### src/rtl/s2p_pkg.sv
// Shared types and defaults for the S2P receive-frame controller.
// Holds the controller state encoding and the parameter defaults used by the top and its interface.
package s2p_pkg;

    typedef enum logic [1:0] {
        IDLE = 2'd0,
        ARM  = 2'd1,
        WAIT = 2'd2,
        DONE = 2'd3
    } rxState_e;

    localparam int DEF_DATA_WIDTH = 16;
    localparam int DEF_CNT_WIDTH  = 8;
    localparam int DEF_FIFO_DEPTH = 4;
    localparam int DEF_TIMEOUT    = 40;

endpackage

### src/rtl/s2p_rx_ctrl_if.sv
// Control, receiver and output-stream signals of the S2P receive-frame controller.
// master = the controller itself, slave = the surrounding host/receiver/consumer side.
interface s2p_rx_ctrl_if import s2p_pkg::*; #(
    parameter int DATA_WIDTH = DEF_DATA_WIDTH,
    parameter int CNT_WIDTH  = DEF_CNT_WIDTH,
    parameter int FIFO_DEPTH = DEF_FIFO_DEPTH
);
    localparam int CW = $clog2(FIFO_DEPTH) + 1;

    logic                  start;
    logic [CNT_WIDTH-1:0]  frame_len;
    logic                  abort;
    logic                  busy;
    logic                  frame_done;
    logic                  err_timeout;
    logic                  err_overrun;
    logic [CNT_WIDTH-1:0]  words_rcvd;
    logic                  s2p_receive;
    logic                  s2p_done;
    logic [DATA_WIDTH-1:0] s2p_data;
    logic                  m_valid;
    logic [DATA_WIDTH-1:0] m_data;
    logic                  m_ready;
    logic [CW-1:0]         fifo_count;

    modport master (
        input  start, frame_len, abort, s2p_done, s2p_data, m_ready,
        output busy, frame_done, err_timeout, err_overrun, words_rcvd,
               s2p_receive, m_valid, m_data, fifo_count
    );

    modport slave (
        output start, frame_len, abort, s2p_done, s2p_data, m_ready,
        input  busy, frame_done, err_timeout, err_overrun, words_rcvd,
               s2p_receive, m_valid, m_data, fifo_count
    );

endinterface

### src/rtl/s2p_rx_ctrl_fifo.sv
// Small synchronous word FIFO, no fall-through: a push is visible at the head one cycle later.
// Push into a full FIFO is only taken when a pop happens in the same cycle; pop on empty is ignored.
module rx_word_fifo #(
    parameter int DATA_WIDTH = 16,
    parameter int FIFO_DEPTH = 4
) (
    input  logic                          clk,
    input  logic                          reset,
    input  logic                          push,
    input  logic [DATA_WIDTH-1:0]         pushData,
    input  logic                          pop,
    output logic [DATA_WIDTH-1:0]         popData,
    output logic                          full,
    output logic                          empty,
    output logic [$clog2(FIFO_DEPTH):0]   count
);
    localparam int AW = $clog2(FIFO_DEPTH);
    localparam int CW = AW + 1;

    logic [DATA_WIDTH-1:0] mem [FIFO_DEPTH];
    logic [AW-1:0]         wrPtr;
    logic [AW-1:0]         rdPtr;
    logic [CW-1:0]         cnt;
    logic                  doPush;
    logic                  doPop;

    assign full    = (cnt == CW'(FIFO_DEPTH));
    assign empty   = (cnt == '0);
    assign doPop   = pop & ~empty;
    assign doPush  = push & (~full | doPop);
    assign popData = mem[rdPtr];
    assign count   = cnt;

    // Storage is cleared too so the head word reads zero out of reset.
    always_ff @(posedge clk) begin
        if (!reset) begin
            wrPtr <= '0;
            rdPtr <= '0;
            cnt   <= '0;
            for (int i = 0; i < FIFO_DEPTH; i++) begin
                mem[i] <= '0;
            end
        end else begin
            if (doPush) begin
                mem[wrPtr] <= pushData;
                wrPtr      <= wrPtr + AW'(1);
            end
            if (doPop) begin
                rdPtr <= rdPtr + AW'(1);
            end
            case ({doPush, doPop})
                2'b10:   cnt <= cnt + CW'(1);
                2'b01:   cnt <= cnt - CW'(1);
                default: cnt <= cnt;
            endcase
        end
    end

endmodule

### src/rtl/s2p_rx_ctrl.sv
// Frame controller: arms the S2P receiver once per word, queues words into an output FIFO, counts, flags timeout/overrun.
// Word reaches m_valid one cycle after s2p_done; a full FIFO without a same-cycle pop drops the word and flags overrun.
module s2p_rx_ctrl import s2p_pkg::*; #(
    parameter int DATA_WIDTH = DEF_DATA_WIDTH,
    parameter int FIFO_DEPTH = DEF_FIFO_DEPTH,
    parameter int CNT_WIDTH  = DEF_CNT_WIDTH,
    parameter int TIMEOUT    = DEF_TIMEOUT
) (
    input  logic          clk,
    input  logic          reset,
    s2p_rx_ctrl_if.master bus
);
    localparam int TW = $clog2(TIMEOUT);
    localparam logic [TW-1:0] TIMER_LAST = TW'(TIMEOUT - 1);

    rxState_e                  state;
    logic [CNT_WIDTH-1:0]      lenQ;
    logic [CNT_WIDTH-1:0]      wordCnt;
    logic [CNT_WIDTH-1:0]      wordNext;
    logic [TW-1:0]             timer;
    logic                      busyQ;
    logic                      frameDoneQ;
    logic                      errTimeoutQ;
    logic                      errOverrunQ;
    logic                      receiveQ;

    logic                      fifoFull;
    logic                      fifoEmpty;
    logic [$clog2(FIFO_DEPTH):0] fifoCount;
    logic [DATA_WIDTH-1:0]     headData;
    logic                      popNow;
    logic                      takeWord;
    logic                      overrun;

    assign popNow   = bus.m_ready & ~fifoEmpty;
    assign takeWord = (state == WAIT) & bus.s2p_done & ~bus.abort;
    assign overrun  = takeWord & fifoFull & ~popNow;
    assign wordNext = (wordCnt == '1) ? wordCnt : wordCnt + CNT_WIDTH'(1);

    rx_word_fifo #(
        .DATA_WIDTH (DATA_WIDTH),
        .FIFO_DEPTH (FIFO_DEPTH)
    ) uFifo (
        .clk      (clk),
        .reset    (reset),
        .push     (takeWord & ~overrun),
        .pushData (bus.s2p_data),
        .pop      (popNow),
        .popData  (headData),
        .full     (fifoFull),
        .empty    (fifoEmpty),
        .count    (fifoCount)
    );

    // Pulse outputs are set on the transition into their state so they line up with that state's cycle.
    always_ff @(posedge clk) begin
        if (!reset) begin
            state       <= IDLE;
            lenQ        <= '0;
            wordCnt     <= '0;
            timer       <= '0;
            busyQ       <= 1'b0;
            frameDoneQ  <= 1'b0;
            errTimeoutQ <= 1'b0;
            errOverrunQ <= 1'b0;
            receiveQ    <= 1'b0;
        end else begin
            frameDoneQ <= 1'b0;
            receiveQ   <= 1'b0;
            if (bus.abort && state != IDLE) begin
                state <= IDLE;
                busyQ <= 1'b0;
            end else begin
                case (state)
                    IDLE: begin
                        if (bus.start && !bus.abort) begin
                            lenQ        <= bus.frame_len;
                            errTimeoutQ <= 1'b0;
                            errOverrunQ <= 1'b0;
                            wordCnt     <= '0;
                            busyQ       <= 1'b1;
                            if (bus.frame_len != '0) begin
                                state    <= ARM;
                                receiveQ <= 1'b1;
                            end else begin
                                state      <= DONE;
                                frameDoneQ <= 1'b1;
                            end
                        end
                    end
                    ARM: begin
                        timer <= '0;
                        state <= WAIT;
                    end
                    WAIT: begin
                        // A done arriving on the expiry cycle still counts as a good word.
                        if (bus.s2p_done) begin
                            wordCnt <= wordNext;
                            if (overrun) begin
                                errOverrunQ <= 1'b1;
                            end
                            if (wordNext == lenQ) begin
                                state      <= DONE;
                                frameDoneQ <= 1'b1;
                            end else begin
                                state    <= ARM;
                                receiveQ <= 1'b1;
                            end
                        end else if (timer == TIMER_LAST) begin
                            errTimeoutQ <= 1'b1;
                            state       <= DONE;
                            frameDoneQ  <= 1'b1;
                        end else begin
                            timer <= timer + TW'(1);
                        end
                    end
                    DONE: begin
                        state <= IDLE;
                        busyQ <= 1'b0;
                    end
                    default: begin
                        state <= IDLE;
                        busyQ <= 1'b0;
                    end
                endcase
            end
        end
    end

    assign bus.busy        = busyQ;
    assign bus.frame_done  = frameDoneQ;
    assign bus.err_timeout = errTimeoutQ;
    assign bus.err_overrun = errOverrunQ;
    assign bus.words_rcvd  = wordCnt;
    assign bus.s2p_receive = receiveQ;
    assign bus.m_valid     = ~fifoEmpty;
    assign bus.m_data      = headData;
    assign bus.fifo_count  = fifoCount;

endmodule

### src/flat_wrapper.sv
// flat-port wrapper written by rule: the top's interface ports become plain ports
module s2p_rx_ctrl_flat import s2p_pkg::*;
#(
    parameter int DATA_WIDTH = DEF_DATA_WIDTH,
    parameter int FIFO_DEPTH = DEF_FIFO_DEPTH,
    parameter int CNT_WIDTH  = DEF_CNT_WIDTH,
    parameter int TIMEOUT    = DEF_TIMEOUT
)
  (clk, reset, bus_start, bus_frame_len, bus_abort, bus_s2p_done, bus_s2p_data, bus_m_ready, bus_busy, bus_frame_done, bus_err_timeout, bus_err_overrun, bus_words_rcvd, bus_s2p_receive, bus_m_valid, bus_m_data, bus_fifo_count);
  s2p_rx_ctrl_if #(.DATA_WIDTH(DATA_WIDTH), .CNT_WIDTH(CNT_WIDTH), .FIFO_DEPTH(FIFO_DEPTH)) bus_i ();
  input  logic clk;
  input  logic reset;
  input wire logic [$bits(bus_i.start)-1:0] bus_start;
  input wire logic [$bits(bus_i.frame_len)-1:0] bus_frame_len;
  input wire logic [$bits(bus_i.abort)-1:0] bus_abort;
  input wire logic [$bits(bus_i.s2p_done)-1:0] bus_s2p_done;
  input wire logic [$bits(bus_i.s2p_data)-1:0] bus_s2p_data;
  input wire logic [$bits(bus_i.m_ready)-1:0] bus_m_ready;
  output wire logic [$bits(bus_i.busy)-1:0] bus_busy;
  output wire logic [$bits(bus_i.frame_done)-1:0] bus_frame_done;
  output wire logic [$bits(bus_i.err_timeout)-1:0] bus_err_timeout;
  output wire logic [$bits(bus_i.err_overrun)-1:0] bus_err_overrun;
  output wire logic [$bits(bus_i.words_rcvd)-1:0] bus_words_rcvd;
  output wire logic [$bits(bus_i.s2p_receive)-1:0] bus_s2p_receive;
  output wire logic [$bits(bus_i.m_valid)-1:0] bus_m_valid;
  output wire logic [$bits(bus_i.m_data)-1:0] bus_m_data;
  output wire logic [$bits(bus_i.fifo_count)-1:0] bus_fifo_count;
  assign bus_i.start = bus_start;
  assign bus_i.frame_len = bus_frame_len;
  assign bus_i.abort = bus_abort;
  assign bus_i.s2p_done = bus_s2p_done;
  assign bus_i.s2p_data = bus_s2p_data;
  assign bus_i.m_ready = bus_m_ready;
  assign bus_busy = bus_i.busy;
  assign bus_frame_done = bus_i.frame_done;
  assign bus_err_timeout = bus_i.err_timeout;
  assign bus_err_overrun = bus_i.err_overrun;
  assign bus_words_rcvd = bus_i.words_rcvd;
  assign bus_s2p_receive = bus_i.s2p_receive;
  assign bus_m_valid = bus_i.m_valid;
  assign bus_m_data = bus_i.m_data;
  assign bus_fifo_count = bus_i.fifo_count;
  s2p_rx_ctrl #(.DATA_WIDTH(DATA_WIDTH), .FIFO_DEPTH(FIFO_DEPTH), .CNT_WIDTH(CNT_WIDTH), .TIMEOUT(TIMEOUT)) u_core (.clk(clk), .reset(reset), .bus(bus_i));
endmodule
### config.mk
export PLATFORM = sky130hd
export DESIGN_NAME = s2p_rx_ctrl_flat
export DESIGN_NICKNAME = d
export VERILOG_FILES = /design/src/rtl/s2p_pkg.sv /design/src/rtl/s2p_rx_ctrl_if.sv /design/src/rtl/s2p_rx_ctrl_fifo.sv /design/src/rtl/s2p_rx_ctrl.sv /design/src/flat_wrapper.sv
export SDC_FILE = /design/constraint.sdc
export NUM_CORES = 1
export LEC_CHECK = 0
export CAP_MARGIN = 5
export CORE_MARGIN = 8
export CORE_UTILIZATION = 23
export DETAILED_ROUTE_END_ITERATION = 12
export HOLD_SLACK_MARGIN = 0.05
export PLACE_DENSITY_LB_ADDON = 0.05
export SKIP_CTS_REPAIR_TIMING = 1
export SYNTH_ARGS = -nofsm -noshare
export SYNTH_HDL_FRONTEND = slang
export SYNTH_HIERARCHICAL = 1
export SYNTH_SLANG_ARGS = --single-unit
### constraint.sdc
create_clock -name clk -period 4.12 [get_ports clk]
set_input_delay 0.824 -clock clk [delete_from_list [all_inputs] [get_ports clk]]
set_output_delay 0.824 -clock clk [all_outputs]
set_load 0.03 [all_outputs]
==> results of run 1 <==
## worst min-delay path by stage
stage	start	end	slack, ns	cells after the start
2_1_floorplan	u_core/lenQ[1]$_SDFFE_PN0P_	u_core/lenQ[1]$_SDFFE_PN0P_	0.44	2
3_3_place_gp	u_core/lenQ[3]$_SDFFE_PN0P_	u_core/lenQ[3]$_SDFFE_PN0P_	0.47	2
3_5_place_dp	u_core/bus.err_timeout$_SDFFE_PN0P_	u_core/bus.err_timeout$_SDFFE_PN0P_	0.47	2
4_1_cts	u_core/lenQ[3]$_SDFFE_PN0P_	u_core/lenQ[3]$_SDFFE_PN0P_	0.49	2
5_1_grt	u_core/bus.err_timeout$_SDFFE_PN0P_	u_core/bus.err_timeout$_SDFFE_PN0P_	0.50	2
6_report	u_core/lenQ[0]$_SDFFE_PN0P_	u_core/lenQ[0]$_SDFFE_PN0P_	0.48	2
## flip-flops by register name (all words and copies together) (netlist names), named ones only
register,flops
u_core/uFifo/mem,64
u_core/bus.words_rcvd,8
u_core/lenQ,8
u_core/timer,6
u_core/uFifo/count,3
u_core/state,2
u_core/uFifo/rdPtr,2
u_core/uFifo/wrPtr,2
u_core/bus.busy,1
u_core/bus.err_overrun,1
u_core/bus.err_timeout,1
u_core/bus.frame_done,1
u_core/bus.s2p_receive,1
## cell type report
type / count / area, um^2 / area share [%]
Multi-Input combinational cell: 298 / 2150 / 34.3
Sequential cell: 102 / 2680 / 42.8
Inverter: 15 / 56.3 / 0.899
Tap cell: 280 / 350 / 5.59
Timing Repair Buffer: 76 / 726 / 11.6
Clock inverter: 7 / 78.8 / 1.26
Clock buffer: 9 / 225 / 3.59
## per-layer routing
layer	vias up	share of wire, %	track usage (%)	routed length, um
li1	1696	-	-	-
met1	1689	45	12.0	5980
met2	59	50	18.6	6770
met4	2	1.7	4.25	232
met5	-	0.097	0	13
met3	17	3.3	2.07	440
## synth_stat cells (10+ instances only)
master,instances
and2_1,61
o21ai_0,11
nor2_1,28
nand2_1,39
nor3_1,10
clkbuf_1,13
mux4_2,16
a21oi_1,19
edfxtp_1,64
and2_4,10
dfxtp_1,38
inv_1,15
## stage by stage
step / utilization [%] / setup slack, ns / cell area (um^2)
after floorplan: - / 0.615 / 4990
after global placement: 27.7 / 0.993 / 5960
after detailed placement: 27.7 / 0.961 / 5960
after CTS: 29.1 / 0.962 / 6270
after global routing: 29.1 / 0.928 / 6270
final: 29.1 / 1.05 / 6270
## worst max-delay path: stages (launching register included)
cell and delay, ns:
dfxtp_1 0.71, buf_4 0.28, mux4_2 0.30, clkdlybuf4s50_1 0.60
## kinds of logic after synthesis
kind of cell    after synthesis  share of synthesized area, %
xor+xnor                     16                          2.81
buf+inv                      34                          3.14
fa+ha+maj                     3                         0.903
simple gates                192                          21.9
flops                       102                          53.8
compound gates               64                          8.78
mux                          23                          8.66
## power by group through the flow
stage                     logic, uW  registers, uW  clock network (uW)
final                           147           1120                 883
after global routing            160           1120                 963
after CTS                       152           1120                 921
after detailed placement        151           1140                   0
after global placement          152           1140                   0
after floorplan                68.4           1140                   0
==> flow_summary.yaml, run 1 <==
yosys:
  postSynthNetCount: 467
  synth_top_cell_area_share_pct: 38.5
  ys_ff_latch: 102
  synth-async-reset-ratio_pct: 0
  yosysTopAreaCell: "edfxtp_1"
  yosys_warnings: 6
  post_synth_edffs: 64
  synth-main-ff-cell: "edfxtp_1"
  synth_cell_types: 58
  synthCells: 434
  post_synth_instance_area_um2: 4990
  syn_avg_cell_area_um2: 11.5
  post_synthesis_sequential_area_ratio_pct: 53.8
  synth_area_leaders: "edfxtp_1 39%, dfxtp_1 15%, and2_1 7.7%, mux4_2 7.2%, nand2_1 2.9%"
timing:
  setup_viol_count_final: 0
  tightestPinTransition_ns: 0.616
  maxSlewHeadroom_pct: 58.9
  timing_max_transition_violations_final: 0
  finalWorstPathRequiredPeriod_ns: 3.07
  setup-tns-final_ns: 0
  timing.final.crit_share_pct: 74.4
  fmax_ghz: 0.326
  fin_hold_ws_ns: 0.478
  rsz0062_at_grt: "no"
  finalHoldViolations: 0
  clock_skew_ns: 0.0132
finish:
  antenna_cells_inserted: 0
  layout-drive-gt1-share_pct: 13.4
  most-common-layout-cells: "64 x edfxtp_1, 62 x clkdlybuf4s50_1, 61 x and2_1"
  final_common_cell: "edfxtp_1"
  layoutNonFillerInstCount: 787
  nets: 535
  flow.area_growth_from_synthesis_pct: 25.7
  layout.filler_cells: 2223
clock_tree:
  cts_root_buf: "clkbuf_16"
  clock_tree.htree_level_count: 3
  max-clock-path-buffers: 2
  clk_pin_slew_worst_paths_ns: 0.08
  cts.sink_count: 102
  tritoncts: "built"
  cts_inserted_buffers: 9
  clk_latency_ns: 0.36
min_path:
  min_path_type: "flip-flop to flip-flop"
placement:
  place.detailed.instances: 771
  dp.final_hpwl_mm: 9.28
  globalplace.congestion: 0.767
  io_buffers: 62
run:
  max_cap_violation_count: 0
worst_setup_path:
  reg2regPathDepth: 7
  worst_ep_required_time_ns: 3.30
  setup.worst_path.start_class: "flip-flop"
  cp-endpoint: "bus_m_data[13]"
  worst-path-max-fanout: 11
  criticalPathCategory: "flip-flop to output pin"
  rrSetupSlack_ns: 1.60
  arrival_ns: 2.24
  endpoint_kind: "output pin"
  r2r-end: "u_core/bus.s2p_receive$_SDFF_PP0_"
  worst_r2r_startpoint: "u_core/bus.words_rcvd[0]$_SDFFE_PN0P_"
global_route:
  grt_pass1_wl_mm: 21.3
  grt_start_max_net_pins: 25
  global_route.usage.total_pct: 10.4
  number_of_antenna_violations_at_the_first_check_in_global_routing: 1
  global_route.overflow_total: 0
  grt_pass1_vias: 3815
route:
  first_iter_violations: 204
  drtAntennaViolNets: 0
  post-route-drc-count: 0
  postRouteWirelength_mm: 13.4
  drt_wl_cell_um: 17.1
  dr.pass1.iters: 4
  route.detailed.vias_per_inst: 4.40
  total_number_of_vias: 3463
outcome:
  run_status: "completed"
floorplan:
  floorplan.die_area_um2: 26600
  core_region_area_um2: 21600
  die_width_um: 163
  io_pins: 63
  die_y_um: 163
  start_util_pct: 23.1
  placement_row_count: 54
power:
  switching_share_pct: 25.1
  p_comb_share_pct: 6.8
  power_frac_clock_pct: 41.1
  p_switching_uw: 539
  power_density_nw_per_um2: 343
  p_int_uw: 1610
  pwr-share-seq_pct: 52.1
  peakVddDrop_v: 0.000165
  total_leakage_power_uw: 0.00222
  power_uw: 2150
Power figures use the tool's default switching activity.
==> inputs of run 2 (changes only) <==
clock period = 2.85 ns   (was 4.12 ns; I/O delays follow)
==> run 2 against run 1 <==
Against the previous run:
- sequential power increased by 45%
- sequential cell count did not move
- setup slack worse by 0.85 ns
- global-route usage grew 0.49 points
- total power is 44% higher
- clock skew is essentially flat
- final cell count rose by 1.7%
- first-iteration DRC count decreased by 31%
- die area is the same
- critical path type unchanged
- largest cell class unchanged
==> flow_summary.yaml, run 2 (same netlist as run 1, synthesis figures left out) <==
timing:
  tightestPinTransition_ns: 0.541
  timing.final.ws_setup_ns: 0.207
  timing.final.crit_share_pct: 92.7
  finalHoldViolations: 0
  fin_hold_ws_ns: 0.476
  maxSlewHeadroom_pct: 64.0
  rsz0062_at_grt: "no"
  setup_viol_count_final: 0
  timing_max_transition_violations_final: 0
  clock_skew_ns: 0.0128
  setup-tns-final_ns: 0
  finalWorstPathRequiredPeriod_ns: 2.64
  fmax_ghz: 0.378
clock_tree:
  tritoncts: "built"
  cts.sink_count: 102
  clock_tree.htree_level_count: 3
  max-clock-path-buffers: 2
  clk_pin_slew_worst_paths_ns: 0.07
  cts_root_buf: "clkbuf_16"
  cts_inserted_buffers: 9
  clk_latency_ns: 0.35
floorplan:
  start_util_pct: 23.1
  core_region_area_um2: 21600
  die_y_um: 163
  io_pins: 63
  floorplan.die_area_um2: 26600
  die_width_um: 163
  placement_row_count: 54
worst_setup_path:
  crit_path_top_delay_cell: "clkdlybuf4s50_1"
  rrSetupSlack_ns: 0.46
  endpoint_kind: "output pin"
  cpPeakStageDelay_ns: 0.62
  worst_r2r_startpoint: "u_core/state[0]$_SDFFE_PP0P_"
  criticalPathCategory: "flip-flop to output pin"
  worst_ep_required_time_ns: 2.28
  arrival_ns: 2.07
  r2r-end: "u_core/uFifo/count[2]$_SDFFE_PN0P_"
  crit_path_cell_trace: "buf_12, mux4_2, clkdlybuf4s50_1"
  crit_family: "buffers and inverters"
  reg2regPathDepth: 8
  worstSetupPathDepth: 3
  critical_path_buf_inv_count: 2
  setup.worst_path.start_class: "flip-flop"
  worst-path-max-fanout: 16
run:
  max_cap_violation_count: 0
global_route:
  global_route.overflow_total: 0
  grt_pass1_wl_mm: 22.1
  global_route.usage.total_pct: 10.9
  number_of_antenna_violations_at_the_first_check_in_global_routing: 0
  grt_pass1_vias: 3804
  grt_start_max_net_pins: 17
finish:
  most-common-layout-cells: "64 x edfxtp_1, 61 x and2_1, 59 x clkdlybuf4s50_1"
  largest_register: "u_core/uFifo/mem"
  nets: 548
  largest_reg_flops: 64
  antenna_cells_inserted: 0
  flow.area_growth_from_synthesis_pct: 28.3
  layout-drive-gt1-share_pct: 15.8
  final_common_cell: "edfxtp_1"
min_path:
  hold_depth: 2
  timing.hold.worst.start: "u_core/lenQ[3]$_SDFFE_PN0P_"
  min_path_type: "flip-flop to flip-flop"
  min_delay_worst_endpoint: "u_core/lenQ[3]$_SDFFE_PN0P_"
outcome:
  run_status: "completed"
placement:
  post-place-ws_ns: 0.0938
  io_buffers: 62
  dp.final_hpwl_mm: 9.90
  globalplace.congestion: 0.741
route:
  postRouteWirelength_mm: 14.1
  dr.pass1.iters: 4
  post-route-drc-count: 0
  drt_wl_cell_um: 17.6
  drtAntennaViolNets: 0
  first_iter_violations: 140
  total_number_of_vias: 3523
  route.detailed.vias_per_inst: 4.40
power:
  peakVddDrop_v: 0.000254
  total_leakage_power_uw: 0.00229
  power_density_nw_per_um2: 485
## run 2: cell types whose count changed in the layout (fill, tap and decap cells not counted), sizes merged
cell / delta
buf: +16
inv: -5
clkdlybuf4s50: -3
clkbuf: +2
bufinv: +1
clkinv: +1
clkinvlp: +1
## run 2: power by group
part / internal [uW] / switching [uW]
sequential: 1600 / 17.2
clock: 685 / 570
combinational: 103 / 122
total: 2390 / 709
## run 2: metal layers
metal	up-vias	wire length, um	part of all wire [%]	global-route usage, %
met5	-	0	0	0
met2	74	6960	49	19.1
met1	1710	6280	45	12.8
li1	1718	-	-	-
met4	0	290	2.1	4.42
met3	21	557	4.0	2.27
## run 2: tightest hold or removal path, stage by stage (launching register included)
cell	delay, ns
dfxtp_1	0.32
nand2_1	0.06
a21oi_1	0.05
## run 2: worst max path at each step
stage                                  startpoint                                   end  slack [ns]
3_5_place_dp                          bus_m_ready    u_core/uFifo/count[2]$_SDFFE_PN0P_        0.09
3_3_place_gp                          bus_m_ready    u_core/uFifo/count[2]$_SDFFE_PN0P_        0.04
2_1_floorplan  u_core/uFifo/count[2]$_SDFFE_PN0P_  u_core/uFifo/mem[1][0]$_SDFFCE_PN0P_       -0.41
6_report                                flip-flop                        bus_m_data[10]        0.21
4_1_cts                                 flip-flop                        bus_m_data[10]        0.15
5_1_grt                                 flip-flop                        bus_m_data[10]        0.13
## run 2: area by class of cell
cell class / count / area [um^2]
Clock buffer: 11 / 233
Clock inverter: 5 / 60.1
Fill cell: 2195 / 15200
Inverter: 15 / 56.3
Multi-Input combinational cell: 298 / 2150
Sequential cell: 102 / 2680
Tap cell: 280 / 350
Timing Repair Buffer: 89 / 866
## run 2: stage by stage
stage	cells	cell area, um^2	total power, uW	util (%)
global route	800	6390	3240	29.7
finish	800	6390	3100	29.7
CTS	800	6390	3160	29.7
floorplan	434	4990	1750	-
detailed placement	784	6100	1890	28.3
global placement	784	6100	1890	28.3
==> inputs of run 3 (changes only) <==
CTS_CLUSTER_SIZE = 8   (was default)
SETUP_SLACK_MARGIN = 0.3   (was default)
SLEW_MARGIN = 20   (was default)
==> run 3 against run 2 <==
Against the previous run:
- final cell count shrank 0.38%
- sequential cell count unchanged
- clock power up 6%
- non-clock buffer count decreased by 3
- die area unchanged
- sequential share of layout area shrank 0.51 points
- first-iteration DRC count decreased by 7.1%
- global-route usage decreased by 0.24 points
- clock-buffer cell count is 2 lower
- fmax is 11% higher
- wire length shrank 2.1%
- largest cell class unchanged
==> flow_summary.yaml, run 3 (same netlist as run 1, synthesis figures left out) <==
outcome:
  run_status: "completed"
run:
  max_cap_violation_count: 0
finish:
  layout.filler_cells: 2234
  largest_reg_flops: 64
  multi_input_area_um2: 2190
  area.sequential_um2: 2690
  flow.area_growth_from_synthesis_pct: 30.0
  nets: 545
  layout-drive-gt1-share_pct: 17.0
  most-common-layout-cells: "64 x edfxtp_1, 61 x and2_1, 46 x clkdlybuf4s50_1"
  largest_register: "u_core/uFifo/mem"
  antenna_cells_inserted: 0
  final_common_cell: "edfxtp_1"
worst_setup_path:
  worst_ep_required_time_ns: 3.08
  crit_path_cell_trace: "ha_1, nand4_1, or2_4, a41oi_2, o311ai_1, or3_4, o41ai_2"
  criticalPathCategory: "flip-flop to flip-flop"
  cpPeakStageDelay_ns: 0.38
  crit_family: "simple AND/OR/NAND/NOR gates"
  critical_path_buf_inv_count: 0
  crit_path_top_delay_cell: "or3_4"
  setup.worst_path.start_class: "flip-flop"
  arrival_ns: 2.61
  endpoint_kind: "flip-flop"
  worst-path-max-fanout: 7
power:
  p_int_uw: 2420
  p_comb_share_pct: 7.1
  switching_share_pct: 23.9
  power_density_nw_per_um2: 490
  peakVddDrop_v: 0.000295
  pwr-share-seq_pct: 51.0
  p_switching_uw: 759
  power_frac_clock_pct: 41.9
  total_leakage_power_uw: 0.00248
global_route:
  grt_start_max_net_pins: 21
  gr-usage-met2_pct: 19.6
  global_route.usage.total_pct: 10.7
  grt.busiest_layer: "met2"
  grt_pass1_wl_mm: 21.6
  number_of_antenna_violations_at_the_first_check_in_global_routing: 0
  global_route.overflow_total: 0
  global_route.usage.met3_pct: 2.82
  met1_global_route_usage_pct: 11.8
  grt_pass1_vias: 3766
floorplan:
  core_region_area_um2: 21600
  floorplan.die_area_um2: 26600
  placement_row_count: 54
  start_util_pct: 23.1
  die_width_um: 163
  die_y_um: 163
  io_pins: 63
placement:
  dp.final_hpwl_mm: 9.49
  post-place-ws_ns: 0.112
  io_buffers: 62
  globalplace.congestion: 0.782
timing:
  finalWorstPathRequiredPeriod_ns: 2.38
  timing.final.ws_setup_ns: 0.468
  timing_max_transition_violations_final: 0
  rsz0062_at_grt: "no"
  setup-tns-final_ns: 0
  timing.final.crit_share_pct: 83.6
  setup_viol_count_final: 0
  finalHoldViolations: 0
  tightestPinTransition_ns: 0.513
  maxSlewHeadroom_pct: 65.3
  clock_skew_ns: 0.00874
  fmax_ghz: 0.420
clock_tree:
  cts_inserted_buffers: 9
  cts_root_buf: "clkbuf_16"
  cts.sink_count: 102
  clock_tree.htree_level_count: 3
  max-clock-path-buffers: 2
  clk_pin_slew_worst_paths_ns: 0.08
  tritoncts: "built"
  clk_latency_ns: 0.35
route:
  dr.pass1.iters: 4
  route.detailed.vias_per_inst: 4.37
  drtAntennaViolNets: 0
  drt_wl_cell_um: 17.3
  postRouteWirelength_mm: 13.8
  post-route-drc-count: 0
  total_number_of_vias: 3481
  first_iter_violations: 130
min_path:
  min_path_type: "flip-flop to flip-flop"
## run 3: cell types whose count changed in the layout (fill, tap and decap cells not counted), moves of 2 or more
cell and delta:
dlymetal6s2s_1 +14, clkdlybuf4s50_1 -13, buf_4 -4, inv_8 +4
o21ai_1 -3, clkbuf_1 -2, dfxtp_1 -2, dfxtp_2 +2
o21ai_4 +2
## run 3: worst reg2reg max path, cell delays in order, from the launching register on
cell      delay [ns]
dfxtp_1         0.34
ha_1            0.33
nand4_1         0.19
or2_4           0.31
a41oi_2         0.18
o311ai_1        0.19
or3_4           0.38
o41ai_2         0.37
## run 3: area by class of cell
type,instances,share of cell area [%]
clock buffers,9,3.48
clock inverters,7,1.43
inverters,15,0.869
multi-input cells,298,33.8
flip-flops and latches,102,41.4
well taps,280,5.41
repair buffers,86,13.6
## run 3: through the flow
step	cell area (um^2)	total power, uW	hold WS (ns)	utilization (%)	instances
after floorplan	5030	1750	0.445	-	434
after global placement	6120	1890	0.468	28.4	781
after detailed placement	6120	1890	0.471	28.4	781
after CTS	6440	3250	0.482	29.9	797
after global routing	6480	3320	0.492	30.1	797
final	6480	3180	0.480	30.1	797
## run 3: worst paths after layout
| check | start | end | slack (ns) | cells past startpoint |
|---|---|---|---|---|
| setup reg to reg | u_core/bus.words_rcvd[1]$_SDFFE_PN0P_ | u_core/bus.frame_done$_SDFF_PP0_ | 0.47 | 7 |
| hold / removal | u_core/lenQ[3]$_SDFFE_PN0P_ | u_core/lenQ[3]$_SDFFE_PN0P_ | 0.48 | 2 |
| setup / recovery | u_core/bus.words_rcvd[1]$_SDFFE_PN0P_ | u_core/bus.frame_done$_SDFF_PP0_ | 0.47 | 7 |
| hold reg to reg | u_core/lenQ[3]$_SDFFE_PN0P_ | u_core/lenQ[3]$_SDFFE_PN0P_ | 0.48 | 2 |
## run 3: per-layer routing
metal  vias to the layer above  part of all wire (%)
met5                         -                     0
met4                         0                   1.4
met3                        12                   3.9
met2                        65                    52
met1                      1690                    43
li1                       1714                     -
## run 3: power by group through the flow
stage	logic (uW)	clock network (uW)	registers [uW]
CTS	234	1390	1620
detailed placement	233	0	1650
finish	226	1330	1620
global placement	232	0	1650
floorplan	102	0	1650
global route	245	1450	1620
